### src/rtl/if_fetch_stage_pkg.sv
// Shared types and constants for the instruction-fetch stage: next-PC select
// encodings, fetch FSM states, default vectors and the PC increment helper.
package if_fetch_stage_pkg;

    typedef enum logic [1:0] {
        ST_FETCH   = 2'd0,
        ST_HOLD    = 2'd1,
        ST_DISCARD = 2'd2
    } fetch_state_e;

    localparam logic [2:0] PCSRC_SEQ    = 3'b000;
    localparam logic [2:0] PCSRC_JUMP   = 3'b001;
    localparam logic [2:0] PCSRC_JR     = 3'b010;
    localparam logic [2:0] PCSRC_BRANCH = 3'b011;

    localparam logic [31:0] DEF_RESET_PC    = 32'h8000_0000;
    localparam logic [31:0] DEF_INTR_VECTOR = 32'h8000_0004;
    localparam logic [31:0] DEF_EXC_VECTOR  = 32'h8000_0008;

    // Sequential successor; wraps modulo 2^32.
    function automatic logic [31:0] next_seq_pc(input logic [31:0] cur_pc);
        return cur_pc + 32'd4;
    endfunction

endpackage

### src/rtl/if_fetch_stage_if_id_reg.sv
// IF/ID pipeline register: valid/instr/pc_plus4 with flush, hold and bubble
// controls (flush beats hold, hold beats bubble/load).
module if_fetch_stage_if_id_reg (
    input  logic        clk,
    input  logic        reset,
    input  logic        flush,
    input  logic        hold,
    input  logic        bubble,
    input  logic [31:0] load_instr,
    input  logic [31:0] load_pc_plus4,
    output logic        valid,
    output logic [31:0] instr,
    output logic [31:0] pc_plus4
);

    // IF/ID state update; a flush or bubble only clears valid, payload holds.
    always_ff @(posedge clk or negedge reset) begin
        if (!reset) begin
            valid    <= 1'b0;
            instr    <= 32'd0;
            pc_plus4 <= 32'd0;
        end else if (flush) begin
            valid    <= 1'b0;
        end else if (hold) begin
            valid    <= valid;
        end else if (bubble) begin
            valid    <= 1'b0;
        end else begin
            valid    <= 1'b1;
            instr    <= load_instr;
            pc_plus4 <= load_pc_plus4;
        end
    end

endmodule

### src/rtl/if_fetch_stage.sv
// Instruction-fetch stage: PC, next-PC selection, imem handshake FSM and IF/ID.
// Optional feature macro: IF_BUBBLE_CNT_EN (counts invalid IF/ID loads).
module if_fetch_stage
    import if_fetch_stage_pkg::*;
#(
    parameter logic [31:0] RESET_PC    = DEF_RESET_PC,
    parameter logic [31:0] INTR_VECTOR = DEF_INTR_VECTOR,
    parameter logic [31:0] EXC_VECTOR  = DEF_EXC_VECTOR
) (
    input  logic        clk,
    input  logic        reset,
    input  logic [2:0]  PCSrc,
    input  logic [31:0] jump_target,
    input  logic [31:0] jr_target,
    input  logic [31:0] branch_target,
    input  logic        ExceptionOrInterrupt,
    input  logic        IsInterrupt,
    input  logic        DataHazard,
    input  logic        JumpHazard,
    output logic        imem_req,
    output logic [31:0] imem_addr,
    input  logic        imem_ready,
    input  logic [31:0] imem_rdata,
    output logic        if_id_valid,
    output logic [31:0] if_id_instr,
    output logic [31:0] if_id_pc_plus4,
    output logic [31:0] pc,
    output logic [31:0] bubble_count
);

    fetch_state_e state_r;
    logic [31:0]  pc_r;
    logic [31:0]  redirect_pc_r;
    logic [31:0]  skid_r;

    logic         redirect_s;
    logic [31:0]  target_s;
    logic [31:0]  pc_plus4_s;
    logic         deliver_s;
    logic [31:0]  deliver_instr_s;
    logic         flush_s;
    logic         hold_s;

    assign pc_plus4_s = next_seq_pc(pc_r);

    // Redirect detection and target mux; traps override, a data hazard masks PCSrc.
    always_comb begin
        redirect_s = 1'b0;
        target_s   = pc_plus4_s;
        if (ExceptionOrInterrupt) begin
            redirect_s = 1'b1;
            target_s   = IsInterrupt ? INTR_VECTOR : EXC_VECTOR;
        end else if (!DataHazard) begin
            case (PCSrc)
                PCSRC_JUMP: begin
                    redirect_s = 1'b1;
                    target_s   = jump_target;
                end
                PCSRC_JR: begin
                    redirect_s = 1'b1;
                    target_s   = jr_target;
                end
                PCSRC_BRANCH: begin
                    redirect_s = 1'b1;
                    target_s   = branch_target;
                end
                default: begin
                    redirect_s = 1'b0;
                    target_s   = pc_plus4_s;
                end
            endcase
        end else begin
            redirect_s = 1'b0;
            target_s   = pc_plus4_s;
        end
    end

    // Decide whether an instruction reaches IF/ID this cycle and from where.
    always_comb begin
        deliver_s       = 1'b0;
        deliver_instr_s = imem_rdata;
        case (state_r)
            ST_FETCH: begin
                if (imem_ready && !redirect_s && !DataHazard) begin
                    deliver_s = 1'b1;
                end else begin
                    deliver_s = 1'b0;
                end
            end
            ST_HOLD: begin
                if (!redirect_s && !DataHazard) begin
                    deliver_s       = 1'b1;
                    deliver_instr_s = skid_r;
                end else begin
                    deliver_s = 1'b0;
                end
            end
            default: begin
                deliver_s = 1'b0;
            end
        endcase
    end

    // Fetch FSM with PC, skid buffer and pending-redirect registers.
    always_ff @(posedge clk or negedge reset) begin
        if (!reset) begin
            state_r       <= ST_FETCH;
            pc_r          <= RESET_PC;
            redirect_pc_r <= 32'd0;
            skid_r        <= 32'd0;
        end else begin
            case (state_r)
                ST_FETCH: begin
                    if (imem_ready) begin
                        if (redirect_s) begin
                            pc_r <= target_s;
                        end else if (DataHazard) begin
                            skid_r  <= imem_rdata;
                            state_r <= ST_HOLD;
                        end else begin
                            pc_r <= pc_plus4_s;
                        end
                    end else if (redirect_s) begin
                        redirect_pc_r <= target_s;
                        state_r       <= ST_DISCARD;
                    end else begin
                        state_r <= ST_FETCH;
                    end
                end
                ST_HOLD: begin
                    if (redirect_s) begin
                        pc_r    <= target_s;
                        state_r <= ST_FETCH;
                    end else if (!DataHazard) begin
                        pc_r    <= pc_plus4_s;
                        state_r <= ST_FETCH;
                    end else begin
                        state_r <= ST_HOLD;
                    end
                end
                ST_DISCARD: begin
                    // Address stays on the old pc until memory completes the stale request.
                    if (imem_ready) begin
                        pc_r    <= ExceptionOrInterrupt ? target_s : redirect_pc_r;
                        state_r <= ST_FETCH;
                    end else if (ExceptionOrInterrupt) begin
                        redirect_pc_r <= target_s;
                    end else begin
                        state_r <= ST_DISCARD;
                    end
                end
                default: begin
                    state_r <= ST_FETCH;
                end
            endcase
        end
    end

    // The request is gated directly by reset so it drops the moment reset asserts.
    assign imem_req  = reset && (state_r != ST_HOLD);
    assign imem_addr = pc_r;
    assign pc        = pc_r;

    assign flush_s = ExceptionOrInterrupt || (!DataHazard && JumpHazard);
    assign hold_s  = DataHazard && !ExceptionOrInterrupt;

    if_fetch_stage_if_id_reg u_if_id_reg (
        .clk           (clk),
        .reset         (reset),
        .flush         (flush_s),
        .hold          (hold_s),
        .bubble        (!deliver_s),
        .load_instr    (deliver_instr_s),
        .load_pc_plus4 (pc_plus4_s),
        .valid         (if_id_valid),
        .instr         (if_id_instr),
        .pc_plus4      (if_id_pc_plus4)
    );

`ifdef IF_BUBBLE_CNT_EN
    logic [31:0] bubble_count_r;
    logic        zero_load_s;

    assign zero_load_s = flush_s || (!hold_s && !deliver_s);

    // Count every edge on which IF/ID valid is loaded with 0.
    always_ff @(posedge clk or negedge reset) begin
        if (!reset) begin
            bubble_count_r <= 32'd0;
        end else if (zero_load_s) begin
            bubble_count_r <= bubble_count_r + 32'd1;
        end else begin
            bubble_count_r <= bubble_count_r;
        end
    end

    assign bubble_count = bubble_count_r;
`else
    assign bubble_count = 32'd0;
`endif

endmodule

### config.mk
export PLATFORM = sky130hd
export DESIGN_NAME = if_fetch_stage
export DESIGN_NICKNAME = d
export VERILOG_FILES = /design/src/rtl/if_fetch_stage_pkg.sv /design/src/rtl/if_fetch_stage_if_id_reg.sv /design/src/rtl/if_fetch_stage.sv
export SDC_FILE = /design/constraint.sdc
export NUM_CORES = 1
export LEC_CHECK = 0
export ABC_AREA = 1
export BUFFER_PORTS_ARGS = -buffer_cell sky130_fd_sc_hd__buf_2
export CELL_PAD_IN_SITES_DETAIL_PLACEMENT = 2
export CELL_PAD_IN_SITES_GLOBAL_PLACEMENT = 2
export CORE_MARGIN = 5
export CORE_UTILIZATION = 27
export DETAILED_ROUTE_END_ITERATION = 8
export PLACE_DENSITY_LB_ADDON = 0.1
export SLEW_MARGIN = 20
export SYNTH_ARGS = -nofsm -noshare
export SYNTH_HDL_FRONTEND = slang
export SYNTH_SLANG_ARGS = --single-unit
### constraint.sdc
create_clock -name clk -period 1.9 [get_ports clk]
set_input_delay 0.19 -clock clk [delete_from_list [all_inputs] [get_ports clk]]
set_output_delay 0.19 -clock clk [all_outputs]
set_load 0.01 [all_outputs]
==> impl_metrics.ini, run 1 <==
[run_status]
outcome = finished clean

[synthesis]
ys_warn_count = 0
avgSynthCellArea_um2 = 7.10
synth_area_um2 = 9050
synth_cell_types = 32
synth_top_area_frac = 0.448
ys_seq_area_frac = 0.451
yosysTopAreaCell = dfrtp_1
synthTopCellsByArea = dfrtp_1, nand2_1, buf_4
ys_ff_latch = 163
netlist_instances = 1275

[sta]
setup-violations-final = 0
min_period_over_period = 0.944
skew_ns = 0.0138
worst_slack_ns = 0.106
final-hold-violation-count = 0
fmax_mhz = 557
holdWs_ns = 0.0291
fin_crit_ns = 1.79
report.final.slew_viol_count = 0

[setup_path]
cp-end-kind = flop
r2r_start = imem_addr[2]$_DFFE_PN0P_
reg2reg_depth = 11
crit_arrival_ns = 2.17
cp.required_ns = 2.28
r2r_slack_ns = 0.11
r2r-end = redirect_pc_r[17]$_DFFE_PN0P_
start_kind = flop
crit_fanout = 6
crit_type = flop to flop

[power]
vdd_drop_max_v = 0.000639
p_leak_nw = 6.35
p_per_area_nw_per_um2 = 933

[finish]
fin_cells = 2014
fin_nets = 1693
diodes = 0
num-fill-cells = 4048
final_area_um2 = 11800
utilization = 0.355
drive_gt1_frac = 0.268
syn_to_final_growth_pct = 30.4

[hold_path]
min_from = imem_rdata[26]
worstHoldPathCells = 3
whs_endpoint = skid_r[26]$_DFFE_PN0P_
hold_path_class = primary input to flop

[floorplan]
core_area_um2 = 33300
io_pins = 300
die_w_um = 193
row_count = 67
initial_utilization = 0.272
dieArea_um2 = 37300
die_h_um = 193

[drt]
viasPerCell = 4.55
wl_per_cell_um = 18.6
drc = 0
routed_wl_mm = 37.5
ant_nets = 0
drtIter0Drc = 335
drt_first_pass_iters = 4
vias = 9171

[placed_design]
dp.cells = 1979
placed_area_um2 = 11100
place_ws_ns = -0.167
gp_congestion = 0.850
port_buffers = 267
place_hpwl_mm = 28.7

[global_routing]
antenna_found_initial = 0
grt_util_all_layers = 0.200
grt_max_degree = 66
grt_pass1_wl_mm = 57.8
overflow = 0
grt_pass1_vias = 10025

[clock_network]
clkSinkCount = 163
clk_path_buf_depth = 2
cts.clk_slew.worst_paths_ns = 0.07
cts_buffers = 17
clk_latency_ns = 0.44
root_buffer = clkbuf_16
cts_max_level = 4
cts_tree = yes

[flow_run]
cap_violations = 0
final cells by class:
class | instances | area (µm²) | area share
Clock buffer | 18 | 439 | 0.0372
Clock inverter | 13 | 143 | 0.0121
Inverter | 84 | 315 | 0.0267
Multi-Input combinational cell | 940 | 4100 | 0.348
Sequential cell | 163 | 4090 | 0.346
Tap cell | 448 | 561 | 0.0475
Timing Repair Buffer | 348 | 2150 | 0.182
routing by layer:
metal  track usage  part of all wire  wire, µm
met1         0.275              0.48     17800
met2         0.336              0.47     17800
met3        0.0344             0.041      1560
met4        0.0373            0.0096       359
met5             0                 0         0
synth_stat cells, drive strengths merged:
cell and instances:
nor2 119, inv 84, o31ai 1, o21bai 1
or2 1, o21ai 97, xor2 9, o211ai 5
dfstp 1, a21oi 26, nand3 59, xnor2 4
o2111ai 1, clkbuf 21, nand3b 5, ha 1
or3 1, a22oi 11, dfrtp 162, nand2 550
conb 1, nand4 5, a31oi 12, buf 98
flip-flops by register name, indices dropped and copies added (netlist names):
register	count
imem_addr	32
redirect_pc_r	32
skid_r	32
state_r	2
u_if_id_reg.instr	32
u_if_id_reg.pc_plus4	32
u_if_id_reg.valid	1
worst max path at each step:
stage | from | end | slack (ns) | cells past startpoint
floorplan | imem_addr[2]$_DFFE_PN0P_ | imem_addr[14]$_DFFE_PN0P_ | 0.22 | 10
global placement | imem_addr[8]$_DFFE_PN0P_ | imem_addr[11]$_DFFE_PN0P_ | -0.17 | 9
detailed placement | imem_addr[8]$_DFFE_PN0P_ | imem_addr[11]$_DFFE_PN0P_ | -0.17 | 9
CTS | imem_addr[2]$_DFFE_PN0P_ | imem_addr[11]$_DFFE_PN0P_ | 0.02 | 10
global route | imem_addr[3]$_DFFE_PN0P_ | imem_addr[20]$_DFFE_PN0P_ | -0.02 | 9
finish | imem_addr[2]$_DFFE_PN0P_ | redirect_pc_r[17]$_DFFE_PN0P_ | 0.11 | 11
cell families after synthesis:
logic type                 count (synthesis)  share of synthesized area
AOI/OAI and AO/OA                        154                     0.0926
xor gates and xnor gates                  13                     0.0126
adders and majority gates                  1                    0.00138
buffers and inverters                    203                      0.118
DFF                                      163                      0.451
other                                      1                   0.000414
and+or+nand+nor                          740                      0.325
worst max-delay path, stage by stage (launching register included):
cell and delay (ns):
dfrtp_1 0.37, buf_4 0.16, inv_1 0.07, nor2_2 0.16
nand2_2 0.16, nor2_1 0.22, xor2_1 0.17, buf_4 0.16
nand2_1 0.05, nand2_1 0.08, nand2_1 0.06, nand2_1 0.07
placed cells by master, fill, tap and decap left out, drive strengths merged, types with 2 or more instances in the layout:
cell,count
xor2,9
buf,347
clkinvlp,2
clkinv,2
xnor2,4
dfrtp,162
nand4,5
nand3,59
nor2,119
a22oi,11
clkbuf,18
a21oi,26
nand3b,5
inv,92
o211ai,5
conb,32
o21ai,97
a31oi,12
nand2,550
power by group:
part / internal [mW] / switching [mW]
combinational: 1.13 / 1.73
clock: 1.89 / 1.66
sequential: 4.14 / 0.462
total: 7.16 / 3.85
per-stage QoR:
| stage | power (mW) | setup TNS, ns |
|---|---|---|
| final | 11.0 | 0 |
| after global routing | 11.7 | -0.0299 |
| after CTS | 11.2 | 0 |
| after detailed placement | 7.56 | -0.490 |
| after global placement | 7.46 | -0.379 |
| after floorplan | 6.03 | 0 |
repair_timing:
action	4_1_cts	5_1_grt
hold buffers	1	0
gates resized for setup	5	21
endpoints found under the setup margin	14	45
endpoints found under the hold margin	162	0
setup buffers	0	3
pin swaps	0	3
Note: power is estimated with default switching activity, not from simulation.
==> run 2, diff against run 1 <==
--- a/config.mk
+++ b/config.mk
@@ -10,7 +10,7 @@
 export CELL_PAD_IN_SITES_DETAIL_PLACEMENT = 2
 export CELL_PAD_IN_SITES_GLOBAL_PLACEMENT = 2
 export CORE_MARGIN = 5
-export CORE_UTILIZATION = 27
+export CORE_UTILIZATION = 29
 export DETAILED_ROUTE_END_ITERATION = 8
 export PLACE_DENSITY_LB_ADDON = 0.1
 export SLEW_MARGIN = 20
==> constraint.sdc (replaced) <==
create_clock -name clk -period 2.3 [get_ports clk]
set_input_delay 0.23 -clock clk [delete_from_list [all_inputs] [get_ports clk]]
set_output_delay 0.23 -clock clk [all_outputs]
set_load 0.01 [all_outputs]
==> run 2 against run 1 <==
Effect of this change: register-to-register slack better by 0.08 ns; combinational power is 24% lower; wire length shrank 2.5%; sequential cell count unchanged; die area decreased by 6.5%; cell count decreased by 4.6%; via count decreased by 0.69%; clock skew decreased by 0.00082 ns; utilization rose by 1.3 points; maximum frequency shrank 15%; sequential share of layout area grew 1.5 points.
==> impl_metrics.ini, run 2 (synthesized netlist as in run 1, its figures left out) <==
[power]
vdd_drop_max_v = 0.000538
p_per_area_nw_per_um2 = 796
p_leak_nw = 6.12

[finish]
utilization = 0.368
final_area_um2 = 11300
layout_common_cells = nand2_1, buf_2, dfrtp_1
fin_nets = 1651
drive_gt1_frac = 0.237
syn_to_final_growth_pct = 24.7
diodes = 0
seqCellArea_um2 = 4080
num-fill-cells = 3743
multi_input_area_um2 = 4060
layout_commonest_cell = nand2_1

[setup_path]
worstPathCellList = ha_2, nand2_1, nor2_2, nand3_1, xor2_2, nand2_1, nand2_1, nand2_1, o21ai_0
reg2reg_depth = 9
r2r-end = imem_addr[12]$_DFFE_PN0P_
slowest_stage = dfrtp_1
crit_type = flop to flop
cpMostUsedCell = nand2_1
cp.required_ns = 2.63
cpPeakStageDelay_ns = 0.48
cp-end-kind = flop
path_buf_inv = 0
r2r_slack_ns = 0.19
r2r_start = imem_addr[3]$_DFFE_PN0P_
start_kind = flop
crit_fanout = 6
cp.depth = 9
path_delay_family = simple AND/OR/NAND/NOR gates
crit_arrival_ns = 2.44

[floorplan]
dieArea_um2 = 34800
row_count = 64
io_pins = 300
core_area_um2 = 30700
initial_utilization = 0.295
die_h_um = 187
die_w_um = 187

[drt]
drc = 0
vias = 9108
drt_first_pass_iters = 4
routed_wl_mm = 36.5
wl_per_cell_um = 19.0
drtIter0Drc = 395
ant_nets = 0
viasPerCell = 4.74

[placed_design]
place_hpwl_mm = 28.1
placed_area_um2 = 10700
gp_congestion = 0.832
port_buffers = 267
place_ws_ns = -0.112

[global_routing]
overflow = 0
grt_max_degree = 102
antenna_found_initial = 0
grt_pass1_vias = 9962
grt_util_all_layers = 0.206
grt_pass1_wl_mm = 57.5

[flow_run]
cap_violations = 0

[clock_network]
clkSinkCount = 163
clk_path_buf_depth = 2
cts.clk_slew.worst_paths_ns = 0.08
cts_max_level = 4
cts_buffers = 17
cts_setup_buffers = 0
clk_latency_ns = 0.43
root_buffer = clkbuf_16
cts_tree = yes

[sta]
fin_crit_ns = 2.11
final-hold-violation-count = 0
min_period_over_period = 0.917
report.final.slew_viol_count = 0
worst_slew_pin_slew_ns = 0.627
fmax_mhz = 474
setup-violations-final = 0
worst_slack_ns = 0.190
max-slew-margin-rel = 0.582
grt_setup_unrepaired = false
skew_ns = 0.0130

[hold_path]
whs_endpoint = skid_r[27]$_DFFE_PN0P_
hold_path_class = primary input to flop
worstHoldPathCells = 3
min_from = imem_rdata[27]

[run_status]
outcome = finished clean
## run 2: changes by cell type in the layout (fill, tap and decap cells not counted), moves of 2 or more
cell,previous run,this run
dfrtp_2,6,0
dfrtp_1,156,162
nor2_4,7,5
nor2_2,13,7
buf_12,16,8
buf_4,64,30
nor2_1,99,107
## run 2: worst max-delay path by stage
stage	start	end	slack, ns
finish	imem_addr[3]$_DFFE_PN0P_	imem_addr[12]$_DFFE_PN0P_	0.19
CTS	imem_addr[3]$_DFFE_PN0P_	imem_addr[14]$_DFFE_PN0P_	0.04
global placement	imem_addr[3]$_DFFE_PN0P_	imem_addr[14]$_DFFE_PN0P_	-0.07
global route	imem_addr[3]$_DFFE_PN0P_	imem_addr[12]$_DFFE_PN0P_	0.04
floorplan	imem_addr[2]$_DFFE_PN0P_	imem_addr[14]$_DFFE_PN0P_	0.62
detailed placement	imem_addr[3]$_DFFE_PN0P_	imem_addr[14]$_DFFE_PN0P_	-0.11
## run 2: tightest hold or removal path: cells and delay by family
family | cells | cell delay [ns]
compound gates | 1 | 0.08
buf+inv | 2 | 0.15
## run 2: stage by stage
step	hold slack (ns)	TNS, ns	total power, mW	cells
finish	0.0680	0	8.99	1921
global route	0.0655	0	9.51	1921
CTS	0.0526	0	9.13	1921
detailed placement	0.0642	-0.210	6.10	1888
global placement	0.0659	-0.109	6.02	1888
floorplan	-0.0656	0	4.98	1306
## run 2: metal layers
layer	GRT usage	wire length, µm
met1	0.269	16400
met2	0.354	17900
met3	0.0362	1520
met4	0.0521	714
met5	0	0
## run 2: timing repair
action                                  in CTS  in global routing
endpoints found under the setup margin       4                  9
gates resized for setup                      2                  5
hold buffers                                 1                  0
hold endpoints to repair                    61                  0
## run 2: where the power goes
part	leakage, nW	internal, mW	switching (mW)
combinational	3.74	0.823	1.35
clock	0.289	1.58	1.40
sequential	2.09	3.41	0.414
## run 2: layout make-up
cell class	instances	share of cell area
Timing Repair Buffer	306	0.154
Tap cell	396	0.0439
Inverter	84	0.0279
Clock buffer	18	0.0389
Clock inverter	14	0.0141
Multi-Input combinational cell	940	0.360
Sequential cell	163	0.361
